## config.mk

```make
export PLATFORM = sky130hd
export DESIGN_NAME = bnn_accum_core_flat
export DESIGN_NICKNAME = d
export VERILOG_FILES = /design/src/rtl/bnn_pkg.sv /design/src/rtl/bnn_accum_core_if.sv /design/src/rtl/bnn_sat_acc.sv /design/src/rtl/bnn_accum_core.sv /design/src/flat_wrapper.sv
export SDC_FILE = /design/constraint.sdc
export NUM_CORES = 1
export LEC_CHECK = 0
export BUFFER_PORTS_ARGS = -buffer_cell sky130_fd_sc_hd__buf_2
export CORE_MARGIN = 4
export CORE_UTILIZATION = 49
export DETAILED_ROUTE_END_ITERATION = 7
export PLACE_DENSITY = 0.75
export SLEW_MARGIN = 25
export SYNTH_ARGS = -nofsm -noshare
export SYNTH_HDL_FRONTEND = slang
export SYNTH_HIERARCHICAL = 1
export SYNTH_SLANG_ARGS = --single-unit
```

## constraint.sdc

```tcl
create_clock -name clk -period 2.8 [get_ports clk]
set_input_delay 0 -clock clk [delete_from_list [all_inputs] [get_ports clk]]
set_output_delay 0 -clock clk [all_outputs]
set_load 0.02 [all_outputs]
```

## src/rtl/bnn_pkg.sv

```systemverilog
// Shared types, default widths and the saturating-add helper for the BNN accumulator back end.
package bnn_pkg;

   localparam int BNN_N_CH     = 8;
   localparam int BNN_PSUM_W   = 7;
   localparam int BNN_BIAS_W   = 8;
   localparam int BNN_ACC_W    = 12;
   localparam int BNN_IN_LANES = 4;
   localparam int BNN_POOL_MAX = 4;

   typedef enum logic [1:0] {
      ST_IDLE  = 2'd0,
      ST_ACCUM = 2'd1,
      ST_OUT   = 2'd2
   } bnn_state_e;

   localparam logic [1:0] S_IDLE  = ST_IDLE;
   localparam logic [1:0] S_ACCUM = ST_ACCUM;
   localparam logic [1:0] S_OUT   = ST_OUT;

   // Adds two sign-extended operands and clamps to a w-bit signed range; bit 32 flags a clamp.
   function automatic logic [32:0] sat_add(input logic signed [31:0] a,
                                           input logic signed [31:0] b,
                                           input int                 w);
      logic signed [32:0] sum;
      logic signed [32:0] hi;
      logic signed [32:0] lo;
      logic        [32:0] r;
      sum = $signed({a[31], a}) + $signed({b[31], b});
      hi  = (33'sd1 <<< (w - 1)) - 33'sd1;
      lo  = -(33'sd1 <<< (w - 1));
      if (sum > hi) begin
         r = {1'b1, hi[31:0]};
      end else if (sum < lo) begin
         r = {1'b1, lo[31:0]};
      end else begin
         r = {1'b0, sum[31:0]};
      end
      return r;
   endfunction

endpackage

```

## src/rtl/bnn_accum_core_if.sv

```systemverilog
// Bias load, psum stream, result stream and status bundle of the BNN accumulator core.
interface bnn_accum_core_if
   import bnn_pkg::*;
#(
   parameter int N_CH     = BNN_N_CH,
   parameter int PSUM_W   = BNN_PSUM_W,
   parameter int BIAS_W   = BNN_BIAS_W,
   parameter int IN_LANES = BNN_IN_LANES,
   parameter int POOL_MAX = BNN_POOL_MAX
);
   localparam int CNT_W = $clog2(POOL_MAX) + 1;

   logic                       bias_valid;
   logic                       bias_ready;
   logic [IN_LANES*BIAS_W-1:0] bias_data;
   logic                       start;
   logic [CNT_W-1:0]           cfg_pool_n;
   logic                       abort;
   logic                       psum_valid;
   logic                       psum_ready;
   logic [N_CH*PSUM_W-1:0]     psum_in;
   logic                       psum_last;
   logic                       out_valid;
   logic                       out_ready;
   logic [N_CH-1:0]            out_bins;
   logic                       busy;
   logic                       sat;

   modport master (
      output bias_valid, bias_data, start, cfg_pool_n, abort,
             psum_valid, psum_in, psum_last, out_ready,
      input  bias_ready, psum_ready, out_valid, out_bins, busy, sat
   );

   modport slave (
      input  bias_valid, bias_data, start, cfg_pool_n, abort,
             psum_valid, psum_in, psum_last, out_ready,
      output bias_ready, psum_ready, out_valid, out_bins, busy, sat
   );

endinterface

```

## src/rtl/bnn_sat_acc.sv

```systemverilog
// One accumulator lane: holds a signed sum, adds a psum with saturation and exposes sign bit and clamp.
module bnn_sat_acc
   import bnn_pkg::*;
#(
   parameter int ACC_W  = BNN_ACC_W,
   parameter int PSUM_W = BNN_PSUM_W,
   parameter int BIAS_W = BNN_BIAS_W
) (
   input  logic              clk,
   input  logic              rst_n,
   input  logic              load,
   input  logic              add,
   input  logic [BIAS_W-1:0] bias,
   input  logic [PSUM_W-1:0] psum,
   output logic              bin,
   output logic              clamp
);

   logic [ACC_W-1:0] acc_q;
   logic [ACC_W-1:0] acc_d;
   logic [ACC_W-1:0] nxt_s;
   logic [32:0]      sum_s;
   logic             sum_unused_s;

   // Candidate sum; a zero result binarises to 1 since only the sign bit is inverted.
   always_comb begin
      sum_s = sat_add({{(32-ACC_W){acc_q[ACC_W-1]}}, acc_q},
                      {{(32-PSUM_W){psum[PSUM_W-1]}}, psum}, ACC_W);
      nxt_s = sum_s[ACC_W-1:0];
      clamp = sum_s[32];
      bin   = ~nxt_s[ACC_W-1];
   end

   assign sum_unused_s = ^sum_s[31:ACC_W];

   // Reloading the bias wins over adding, so a window's last beat restarts the lane.
   always_comb begin
      if (load) begin
         acc_d = {{(ACC_W-BIAS_W){bias[BIAS_W-1]}}, bias};
      end else if (add) begin
         acc_d = nxt_s;
      end else begin
         acc_d = acc_q;
      end
   end

   // Accumulator register.
   always_ff @(posedge clk or negedge rst_n) begin
      if (!rst_n) begin
         acc_q <= {ACC_W{1'b0}};
      end else begin
         acc_q <= acc_d;
      end
   end

endmodule

```

## src/rtl/bnn_accum_core.sv

```systemverilog
// BNN layer back end: bias preload, per-channel saturating accumulation, sign binarisation and OR-pooling.
module bnn_accum_core
   import bnn_pkg::*;
#(
   parameter int N_CH     = BNN_N_CH,
   parameter int PSUM_W   = BNN_PSUM_W,
   parameter int BIAS_W   = BNN_BIAS_W,
   parameter int ACC_W    = BNN_ACC_W,
   parameter int IN_LANES = BNN_IN_LANES,
   parameter int POOL_MAX = BNN_POOL_MAX
) (
   input logic               clk,
   input logic               rst_n,
   bnn_accum_core_if.slave   bus
);

   localparam int CNT_W    = $clog2(POOL_MAX) + 1;
   localparam int BIAS_TOT = N_CH * BIAS_W;
   localparam int BEAT_W   = IN_LANES * BIAS_W;

   logic [1:0]          state_q;
   logic [1:0]          state_d;
   logic [BIAS_TOT-1:0] bias_q;
   logic [BIAS_TOT-1:0] bias_d;
   logic [CNT_W-1:0]    pool_n_q;
   logic [CNT_W-1:0]    pool_n_d;
   logic [CNT_W-1:0]    pool_cnt_q;
   logic [CNT_W-1:0]    pool_cnt_d;
   logic [CNT_W-1:0]    pool_n_cfg_s;
   logic [N_CH-1:0]     pool_reg_q;
   logic [N_CH-1:0]     pool_reg_d;
   logic [N_CH-1:0]     out_bins_q;
   logic [N_CH-1:0]     out_bins_d;
   logic [N_CH-1:0]     bin_s;
   logic [N_CH-1:0]     clamp_s;
   logic                sat_q;
   logic                sat_d;
   logic                lane_load_s;
   logic                lane_add_s;

   // Window count: zero means one window, anything beyond POOL_MAX is clamped.
   always_comb begin
      if (bus.cfg_pool_n == {CNT_W{1'b0}}) begin
         pool_n_cfg_s = CNT_W'(1);
      end else if (bus.cfg_pool_n > CNT_W'(POOL_MAX)) begin
         pool_n_cfg_s = CNT_W'(POOL_MAX);
      end else begin
         pool_n_cfg_s = bus.cfg_pool_n;
      end
   end

   // Control FSM, bias shifter and pooling; abort outranks every handshake outside IDLE.
   always_comb begin
      state_d     = state_q;
      bias_d      = bias_q;
      pool_n_d    = pool_n_q;
      pool_cnt_d  = pool_cnt_q;
      pool_reg_d  = pool_reg_q;
      out_bins_d  = out_bins_q;
      sat_d       = sat_q;
      lane_load_s = 1'b0;
      lane_add_s  = 1'b0;
      case (state_q)
         S_IDLE: begin
            if (bus.bias_valid) begin
               bias_d = (bias_q << BEAT_W) | BIAS_TOT'(bus.bias_data);
            end else begin
               bias_d = bias_q;
            end
            if (bus.start) begin
               pool_n_d    = pool_n_cfg_s;
               pool_cnt_d  = {CNT_W{1'b0}};
               pool_reg_d  = {N_CH{1'b0}};
               sat_d       = 1'b0;
               lane_load_s = 1'b1;
               state_d     = S_ACCUM;
            end else begin
               state_d = S_IDLE;
            end
         end
         S_ACCUM: begin
            if (bus.abort) begin
               state_d = S_IDLE;
            end else if (bus.psum_valid) begin
               lane_add_s = 1'b1;
               sat_d      = sat_q | (|clamp_s);
               if (bus.psum_last) begin
                  lane_load_s = 1'b1;
                  pool_reg_d  = pool_reg_q | bin_s;
                  if (pool_cnt_q + CNT_W'(1) == pool_n_q) begin
                     out_bins_d = pool_reg_q | bin_s;
                     state_d    = S_OUT;
                  end else begin
                     pool_cnt_d = pool_cnt_q + CNT_W'(1);
                  end
               end else begin
                  lane_load_s = 1'b0;
               end
            end else begin
               state_d = S_ACCUM;
            end
         end
         S_OUT: begin
            if (bus.abort || bus.out_ready) begin
               state_d = S_IDLE;
            end else begin
               state_d = S_OUT;
            end
         end
         default: begin
            state_d = S_IDLE;
         end
      endcase
   end

   // Control and pooling state.
   always_ff @(posedge clk or negedge rst_n) begin
      if (!rst_n) begin
         state_q    <= S_IDLE;
         bias_q     <= {BIAS_TOT{1'b0}};
         pool_n_q   <= CNT_W'(1);
         pool_cnt_q <= {CNT_W{1'b0}};
         pool_reg_q <= {N_CH{1'b0}};
         out_bins_q <= {N_CH{1'b0}};
         sat_q      <= 1'b0;
      end else begin
         state_q    <= state_d;
         bias_q     <= bias_d;
         pool_n_q   <= pool_n_d;
         pool_cnt_q <= pool_cnt_d;
         pool_reg_q <= pool_reg_d;
         out_bins_q <= out_bins_d;
         sat_q      <= sat_d;
      end
   end

   for (genvar i = 0; i < N_CH; i++) begin : g_lane
      bnn_sat_acc #(
         .ACC_W  (ACC_W),
         .PSUM_W (PSUM_W),
         .BIAS_W (BIAS_W)
      ) u_lane (
         .clk   (clk),
         .rst_n (rst_n),
         .load  (lane_load_s),
         .add   (lane_add_s),
         .bias  (bias_q[i*BIAS_W +: BIAS_W]),
         .psum  (bus.psum_in[i*PSUM_W +: PSUM_W]),
         .bin   (bin_s[i]),
         .clamp (clamp_s[i])
      );
   end

   assign bus.bias_ready = (state_q == S_IDLE);
   assign bus.psum_ready = (state_q == S_ACCUM);
   assign bus.out_valid  = (state_q == S_OUT);
   assign bus.busy       = (state_q != S_IDLE);
   assign bus.out_bins   = out_bins_q;
   assign bus.sat        = sat_q;

endmodule
```

## src/flat_wrapper.sv

```systemverilog
// flat-port wrapper written by rule: the top's interface ports become plain ports
module bnn_accum_core_flat import bnn_pkg::*;
#(
   parameter int N_CH     = BNN_N_CH,
   parameter int PSUM_W   = BNN_PSUM_W,
   parameter int BIAS_W   = BNN_BIAS_W,
   parameter int ACC_W    = BNN_ACC_W,
   parameter int IN_LANES = BNN_IN_LANES,
   parameter int POOL_MAX = BNN_POOL_MAX
)
  (clk, rst_n, bus_bias_valid, bus_bias_data, bus_start, bus_cfg_pool_n, bus_abort, bus_psum_valid, bus_psum_in, bus_psum_last, bus_out_ready, bus_bias_ready, bus_psum_ready, bus_out_valid, bus_out_bins, bus_busy, bus_sat);
  bnn_accum_core_if #(.N_CH(N_CH), .PSUM_W(PSUM_W), .BIAS_W(BIAS_W), .IN_LANES(IN_LANES), .POOL_MAX(POOL_MAX)) bus_i ();
  input logic clk;
  input logic rst_n;
  input wire logic [$bits(bus_i.bias_valid)-1:0] bus_bias_valid;
  input wire logic [$bits(bus_i.bias_data)-1:0] bus_bias_data;
  input wire logic [$bits(bus_i.start)-1:0] bus_start;
  input wire logic [$bits(bus_i.cfg_pool_n)-1:0] bus_cfg_pool_n;
  input wire logic [$bits(bus_i.abort)-1:0] bus_abort;
  input wire logic [$bits(bus_i.psum_valid)-1:0] bus_psum_valid;
  input wire logic [$bits(bus_i.psum_in)-1:0] bus_psum_in;
  input wire logic [$bits(bus_i.psum_last)-1:0] bus_psum_last;
  input wire logic [$bits(bus_i.out_ready)-1:0] bus_out_ready;
  output wire logic [$bits(bus_i.bias_ready)-1:0] bus_bias_ready;
  output wire logic [$bits(bus_i.psum_ready)-1:0] bus_psum_ready;
  output wire logic [$bits(bus_i.out_valid)-1:0] bus_out_valid;
  output wire logic [$bits(bus_i.out_bins)-1:0] bus_out_bins;
  output wire logic [$bits(bus_i.busy)-1:0] bus_busy;
  output wire logic [$bits(bus_i.sat)-1:0] bus_sat;
  assign bus_i.bias_valid = bus_bias_valid;
  assign bus_i.bias_data = bus_bias_data;
  assign bus_i.start = bus_start;
  assign bus_i.cfg_pool_n = bus_cfg_pool_n;
  assign bus_i.abort = bus_abort;
  assign bus_i.psum_valid = bus_psum_valid;
  assign bus_i.psum_in = bus_psum_in;
  assign bus_i.psum_last = bus_psum_last;
  assign bus_i.out_ready = bus_out_ready;
  assign bus_bias_ready = bus_i.bias_ready;
  assign bus_psum_ready = bus_i.psum_ready;
  assign bus_out_valid = bus_i.out_valid;
  assign bus_out_bins = bus_i.out_bins;
  assign bus_busy = bus_i.busy;
  assign bus_sat = bus_i.sat;
  bnn_accum_core #(.N_CH(N_CH), .PSUM_W(PSUM_W), .BIAS_W(BIAS_W), .ACC_W(ACC_W), .IN_LANES(IN_LANES), .POOL_MAX(POOL_MAX)) u_core (.clk(clk), .rst_n(rst_n), .bus(bus_i));
endmodule
```

### Yosys cells after proc, flatten, opt, wreduce, memory -nomap -nowiden

Cells that the tools add are included.

* word-level logic and storage cells: 141
* input bits: 99
* latch bits: 0
* output and inout bits: 13
* memories: 0
* bits in read-only memories: 0
* register bits after elaboration: 185
* bits in writable memories: 0

* divide/modulo/power cells: 0
* multiplexer cells: 64
* bitwise logic cells: 12
* add/subtract/negate cells: 9
* shift-type cells: 0
* reduce and logical (&&, ||, !) cells: 14
* multiply operators: 0
* $lt $le $gt $ge: 17
* equal/unequal tests: 10

Operators by type and width (count)
* $mux 33: 16
* $gt 33x12->1 const B: 8
* $lt 33x12->1 const B: 8
* $mux 12: 16
* $add 12x7->13: 8
* $or 64x32->64: 1
* $mux 8: 4
* $mux 3: 7
* $pmux 8 s2: 1
* $mux 1: 11
* $mux 2: 5
* $ne 2x2->1 const B: 5
* $reduce_and 5->1: 2
* $not 1->1: 9
* $or 8x8->8: 1
* $reduce_or 8->1: 1
* $pmux 2 s3: 1
* $pmux 3 s2: 1
* $reduce_and 2->1: 3
* $reduce_and 6->1: 1
* $reduce_bool 2->1: 3
* $ne 4x3->1 const B: 1
* $ne 4x4->1 const B: 1
* $pmux 1 s2: 2
* other kinds (10): 10

### Longest topological paths before layout

* depth after elaboration: 10
* gate-level depth with buffers: 13
* gate-level depth less buffers: 12

### Modules after synthesis

The synthesis kept the hierarchy.

Modules (own cells, without submodules)
* bnn_sat_acc (u_core.g_lane[0].u_lane ...): times used 5, area an instance 1331.3 µm², cells each 152, sequential area each 300.3 µm²
* bnn_accum_core: times used 1, area an instance 3854.9 µm², cells each 250, sequential area each 2228.4 µm²
* bnn_sat_acc (u_core.g_lane[2].u_lane ...): times used 2, area an instance 1241.2 µm², cells each 142, sequential area each 300.3 µm²
* bnn_sat_acc (u_core.g_lane[3].u_lane): times used 1, area an instance 1197.4 µm², cells each 143, sequential area each 300.3 µm²

### Worst setup path before layout

No wires, ideal clock.

* path kind: register -> register
* start: register u_core.g_lane[1].u_lane.acc_q[0]
* end: register u_core.sat_q, in the netlist u_core/bus.sat
* arrival: 2.379 ns
* setup slack: 0.290 ns
* path buffers: 1
* library setup time: 0.131 ns
* cell stages (with the launch flop): 14
* data required time: 2.669 ns
* period minus slack after synthesis: 2.510 ns
* cell sequence: dfrtp_1 > ha_1 > inv_1 > fa_1 > nor2b_1 > o31a_2 > o22a_1 > a31o_2 > buf_6 > xnor2_1 > nor4_1 > nand2_1 > a21oi_1 > nor2_1

* word-level cells in the longest chain between the ends: 9
* elaborated cells on any way between the ends: 10
* classes of those cells: add/sub: 1; order compare: 2; mux: 5; bitwise: 1; reduce/logical: 1

RTL lines
* start: declaration: RTL line bnn_sat_acc.sv:19 `logic [ACC_W-1:0] acc_q;`
* start signal: assignment: RTL line bnn_sat_acc.sv:50 `acc_q <= {ACC_W{1'b0}};`
* $add 12x7->13 (*): RTL line bnn_pkg.sv:29 `sum = $signed({a[31], a}) + $signed({b[31], b});`
* $lt 33x12->1: RTL line bnn_pkg.sv:34 `end else if (sum < lo) begin`
* $mux 33: RTL line bnn_pkg.sv:34
* $mux 33 (*): RTL line bnn_pkg.sv:32 `if (sum > hi) begin`
* named net u_core.clamp_s[1]: RTL line bnn_accum_core.sv:35 `logic [N_CH-1:0] clamp_s;`
* $reduce_or 8->1 (*): RTL line bnn_accum_core.sv:86 `sat_d = sat_q | (|clamp_s);`
* $or 1x1->1 (*): RTL line bnn_accum_core.sv:86
* $mux 1 (*): RTL line bnn_accum_core.sv:84 `end else if (bus.psum_valid) begin`
* $mux 1 (*): RTL line bnn_accum_core.sv:82 `if (bus.abort) begin`
* $pmux 1 s2 (*): RTL line bnn_accum_core.sv:63 `case (state_q)`
* end signal: assignment: RTL line bnn_accum_core.sv:133 `sat_q <= sat_d;`
* end: declaration: RTL line bnn_accum_core.sv:36 `logic sat_q;`

Mark *: on every way through the listed nets, which the timed path passes. The rest lies on a longest branch. The select of a mux whose other input is x is not followed.
A chain may end at the register's enable or synchronous reset.

### Worst setup path after layout

* start: register u_core.pool_cnt_q[0]
* end: register u_core.state_q[0]

* word-level cells in the longest chain between the ends: 4

RTL lines
* start: declaration: RTL line bnn_accum_core.sv:27 `logic [CNT_W-1:0] pool_cnt_q;`
* start signal: assignment: RTL line bnn_accum_core.sv:122 `pool_cnt_q <= {CNT_W{1'b0}};`
* start signal: assignment: RTL line bnn_accum_core.sv:130 `pool_cnt_q <= pool_cnt_d;`
* $add 3x1->3: RTL line bnn_accum_core.sv:90 `if (pool_cnt_q + CNT_W'(1) == pool_n_q) begin`
* $eq 3x3->1: RTL line bnn_accum_core.sv:90
* $ne 4x3->1 (no line)
* $reduce_and 2->1 (no line)
* end signal: assignment: RTL line bnn_accum_core.sv:127 `state_q <= state_d;`
* end: declaration: RTL line bnn_accum_core.sv:21 `logic [1:0] state_q;`

No other way between the ends.

==> flow_summary.json <==
{
  "max_slew_margin_pct": 45.3,
  "r2r_setup_slack_ns": 0.09,
  "drive_gt1_share_pct": 21.0,
  "r2r_end": "u_core/state_q[0]",
  "async_flop_share_pct": 100,
  "core_um2": 28600,
  "grt_max_degree": 84,
  "drv_cap": 0,
  "start_util_pct": 49.6,
  "cp-startpoint": "u_core/pool_cnt_q[0]",
  "final-setup-viol-count": 0,
  "cp.required_ns": 3.12,
  "slew_viol_final": 0,
  "fp.dieW_um": 178,
  "p_sw_share_pct": 44.3,
  "clk_pin_slew_ns": 0.07,
  "crit_chain": "ha_1 -> xnor2_1 -> nand3_2 -> o21ai_0 -> dlygate4sd3_1 -> a21oi_1 -> dlygate4sd3_1",
  "place_hpwl_um": 25200,
  "intPower_w": 0.0105,
  "drtIter0Drc": 1084,
  "grtUsageTotal_pct": 21.9,
  "grt_pass1_vias": 11600,
  "grt_pass1_wl_um": 57500,
  "fin_setup_tns_ns": 0,
  "worst_pin_slew_ns": 0.818,
  "fin_util_pct": 56.1,
  "netlist_area_um2": 14200,
  "routedWlPerCell_um": 17.5,
  "avgSynthCellArea_um2": 9.88,
  "netlist.area_leader.share_pct": 32.4,
  "path_max_fanout": 4,
  "wirelength_um": 34700,
  "cts.sinks": 185,
  "clk_latency_ns": 0.44,
  "cts_setup_buffers": 0,
  "area_delta_synth_final_pct": 13.2,
  "antenna_found_initial": 0,
  "port_buffers": 111,
  "overflow": 0,
  "cp_slowest_cell": "dlygate4sd3_1",
  "synth_top_flop_cell": "dfrtp_1",
  "clockBufferDepth": 2,
  "ys_seq_area_share_pct": 32.6,
  "fin_crit_sh_pct": 96.7,
  "p_total_w": 0.0189,
  "power_switching_w": 0.00836,
  "cts_buffers": 17,
  "pwr_density_cell_nw_per_um2": 1170,
  "cp-start-kind": "flop",
  "die_h_um": 178,
  "status": "completed",
  "die-area_um2": 31700,
  "h-tree-depth": 4,
  "ys_top_cells_by_area": "dfrtp_1, ha_1, mux2_4",
  "p_comb_share_pct": 61.6,
  "leakagePower_nw": 7.18,
  "endpoint_kind": "flop",
  "fin_nets": 1795,
  "critical_path_class": "reg2reg",
  "synth_nets": 1641,
  "reg2reg_depth": 7,
  "critPathMaxStageDelay_ns": 0.57,
  "yosysTopAreaCell": "dfrtp_1",
  "p_clk_share_pct": 12.8,
  "min_period_ns": 2.71,
  "place_congestion": 0.897,
  "cts_root_buf": "clkbuf_16",
  "rsz0062_at_grt": "true",
  "fmax_ghz": 0.369,
  "fin_hold_ws_ns": 0.0626,
  "min_path_type": "in2async",
  "tritoncts": "yes",
  "critPathMostFrequentCell": "dlygate4sd3_1",
  "antenna_cells": 0,
  "r2r_start": "u_core/pool_cnt_q[0]",
  "seqPwrFrac_pct": 25.6,
  "routed_via_density": 5.92,
  "drtAntennaViolNets": 0,
  "final-hold-violation-count": 0,
  "synth.distinct_cells": 90,
  "peakVddDrop_v": 0.000606,
  "syn_inst": 1437,
  "rows": 62,
  "drc": 0,
  "num_vias": 11800,
  "synth_edf_count": 0,
  "ys_ff_latch": 185,
  "finClkSkew_ns": 0.0156,
  "io_pins": 112,
  "drt_pre_antenna_iters": 5,
  "cp.arrival_ns": 3.03,
  "yosysWarnings": 6
}
==> power by group through the flow <==
stage	registers [W]	logic, W	clock network (W)
6_report	0.00484	0.0116	0.00241
3_5_place_dp	0.00487	0.0114	0
5_1_grt	0.00499	0.0128	0.00260
3_3_place_gp	0.00482	0.0111	0
2_1_floorplan	0.00460	0.00935	0
4_1_cts	0.00483	0.0115	0.00248
==> cells in the final DEF, fill, tap and decap left out, types with 28 or more instances in the layout <==
cell type | Yosys | final
xnor2_1 | 43 | 43
a21oi_1 | 105 | 103
a31oi_1 | 43 | 43
o21ai_0 | 61 | 60
mux2_4 | 60 | 60
buf_2 | 6 | 110
dfrtp_1 | 184 | 184
dlygate4sd3_1 | 0 | 49
nor2_1 | 100 | 100
inv_1 | 58 | 58
nand2_1 | 112 | 112
buf_4 | 14 | 28
ha_1 | 97 | 97
==> Yosys cell counts (all sizes together), types with 11 or more instances <==
cell       n
a211o     14
a211oi    18
a21o      26
a21oi    110
a221oi    17
a22oi     13
a31oi     43
and2      11
and2b     17
buf       52
dfrtp    184
ha        97
inv       59
mux2      67
mux2i     19
nand2    114
nand3     27
nand3b    21
nor2     101
nor2b     25
nor3      19
nor4      11
o2111ai   11
o211ai    19
o21a      11
o21ai     75
o221ai    14
o22ai     25
o31ai     15
xnor2     48
xor2      20
==> routing by layer <==
metal / share of wire (%) / GRT usage [%] / vias to the layer above
li1: - / - / 5677
met1: 46 / 30.4 / 5740
met2: 48 / 36.5 / 310
met3: 4.2 / 2.90 / 32
met4: 1.5 / 5.60 / 0
met5: 0 / 0 / -
==> worst max-delay path: cells and delay by family (launching register included) <==
kind / cells / cell delay, ns
adder cells (fa/ha/maj): 1 / 0.33
AO/OA/AOI/OAI: 2 / 0.25
flip-flops: 1 / 0.41
XOR/XNOR: 1 / 0.28
AND/OR/NAND/NOR: 1 / 0.19
buffers and inverters: 2 / 1.12
==> registers in the layout (all words and copies together), names as in the netlist <==
register	flops
u_core/bias_q	64
u_core/bus.out_bins	8
u_core/bus.sat	1
u_core/g_lane.u_lane/acc_q	96
u_core/pool_cnt_q	3
u_core/pool_n_q	3
u_core/pool_reg_q	8
u_core/state_q	2
==> timing repair <==
item / in CTS / in global routing
endpoints found under the setup margin: 0 / 2
endpoints found under the hold margin: 112 / 0
resized for setup: 0 / 3
hold buffers: 49 / 0
==> logic make-up (layout without fill, tap and decap cells) <==
group | count (synthesis) | count (layout) | share of synthesized area [%]
mux | 86 | 86 | 8.24
xor+xnor | 69 | 69 | 4.62
flops | 185 | 185 | 32.6
buf+inv | 119 | 285 | 5.87
simple gates | 404 | 404 | 15.5
fa+ha+maj | 105 | 105 | 9.68
compound gates | 469 | 469 | 23.4
==> cell type report <==
cell class	count	area [µm²]
fill	2451	12600
clock buffer	18	429
tap	384	480
inverter	59	221
multi-input combinational	1133	8750
sequential	185	4630
timing repair buffer	195	1410
clock inverter	13	145
==> per-stage QoR <==
| step | worst slack, ns | cell area [µm²] | std cells |
|---|---|---|---|
| after floorplan | 0.290 | 14200 | 1437 |
| after global placement | 0.184 | 15000 | 1907 |
| after detailed placement | 0.0897 | 15000 | 1907 |
| after CTS | 0.0549 | 16100 | 1987 |
| after global routing | -0.0329 | 16100 | 1987 |
| final | 0.0913 | 16100 | 1987 |
==> worst max path at each step <==
stage,endpoint,slack (ns)
final,u_core/state_q[0],0.09
after global routing,u_core/bus.sat,-0.03
after CTS,u_core/state_q[0],0.05
after detailed placement,u_core/bus.sat,0.09
after global placement,u_core/bus.sat,0.18
after floorplan,u_core/bus.sat,0.29
No activity file was read; power rests on OpenSTA's default activity.
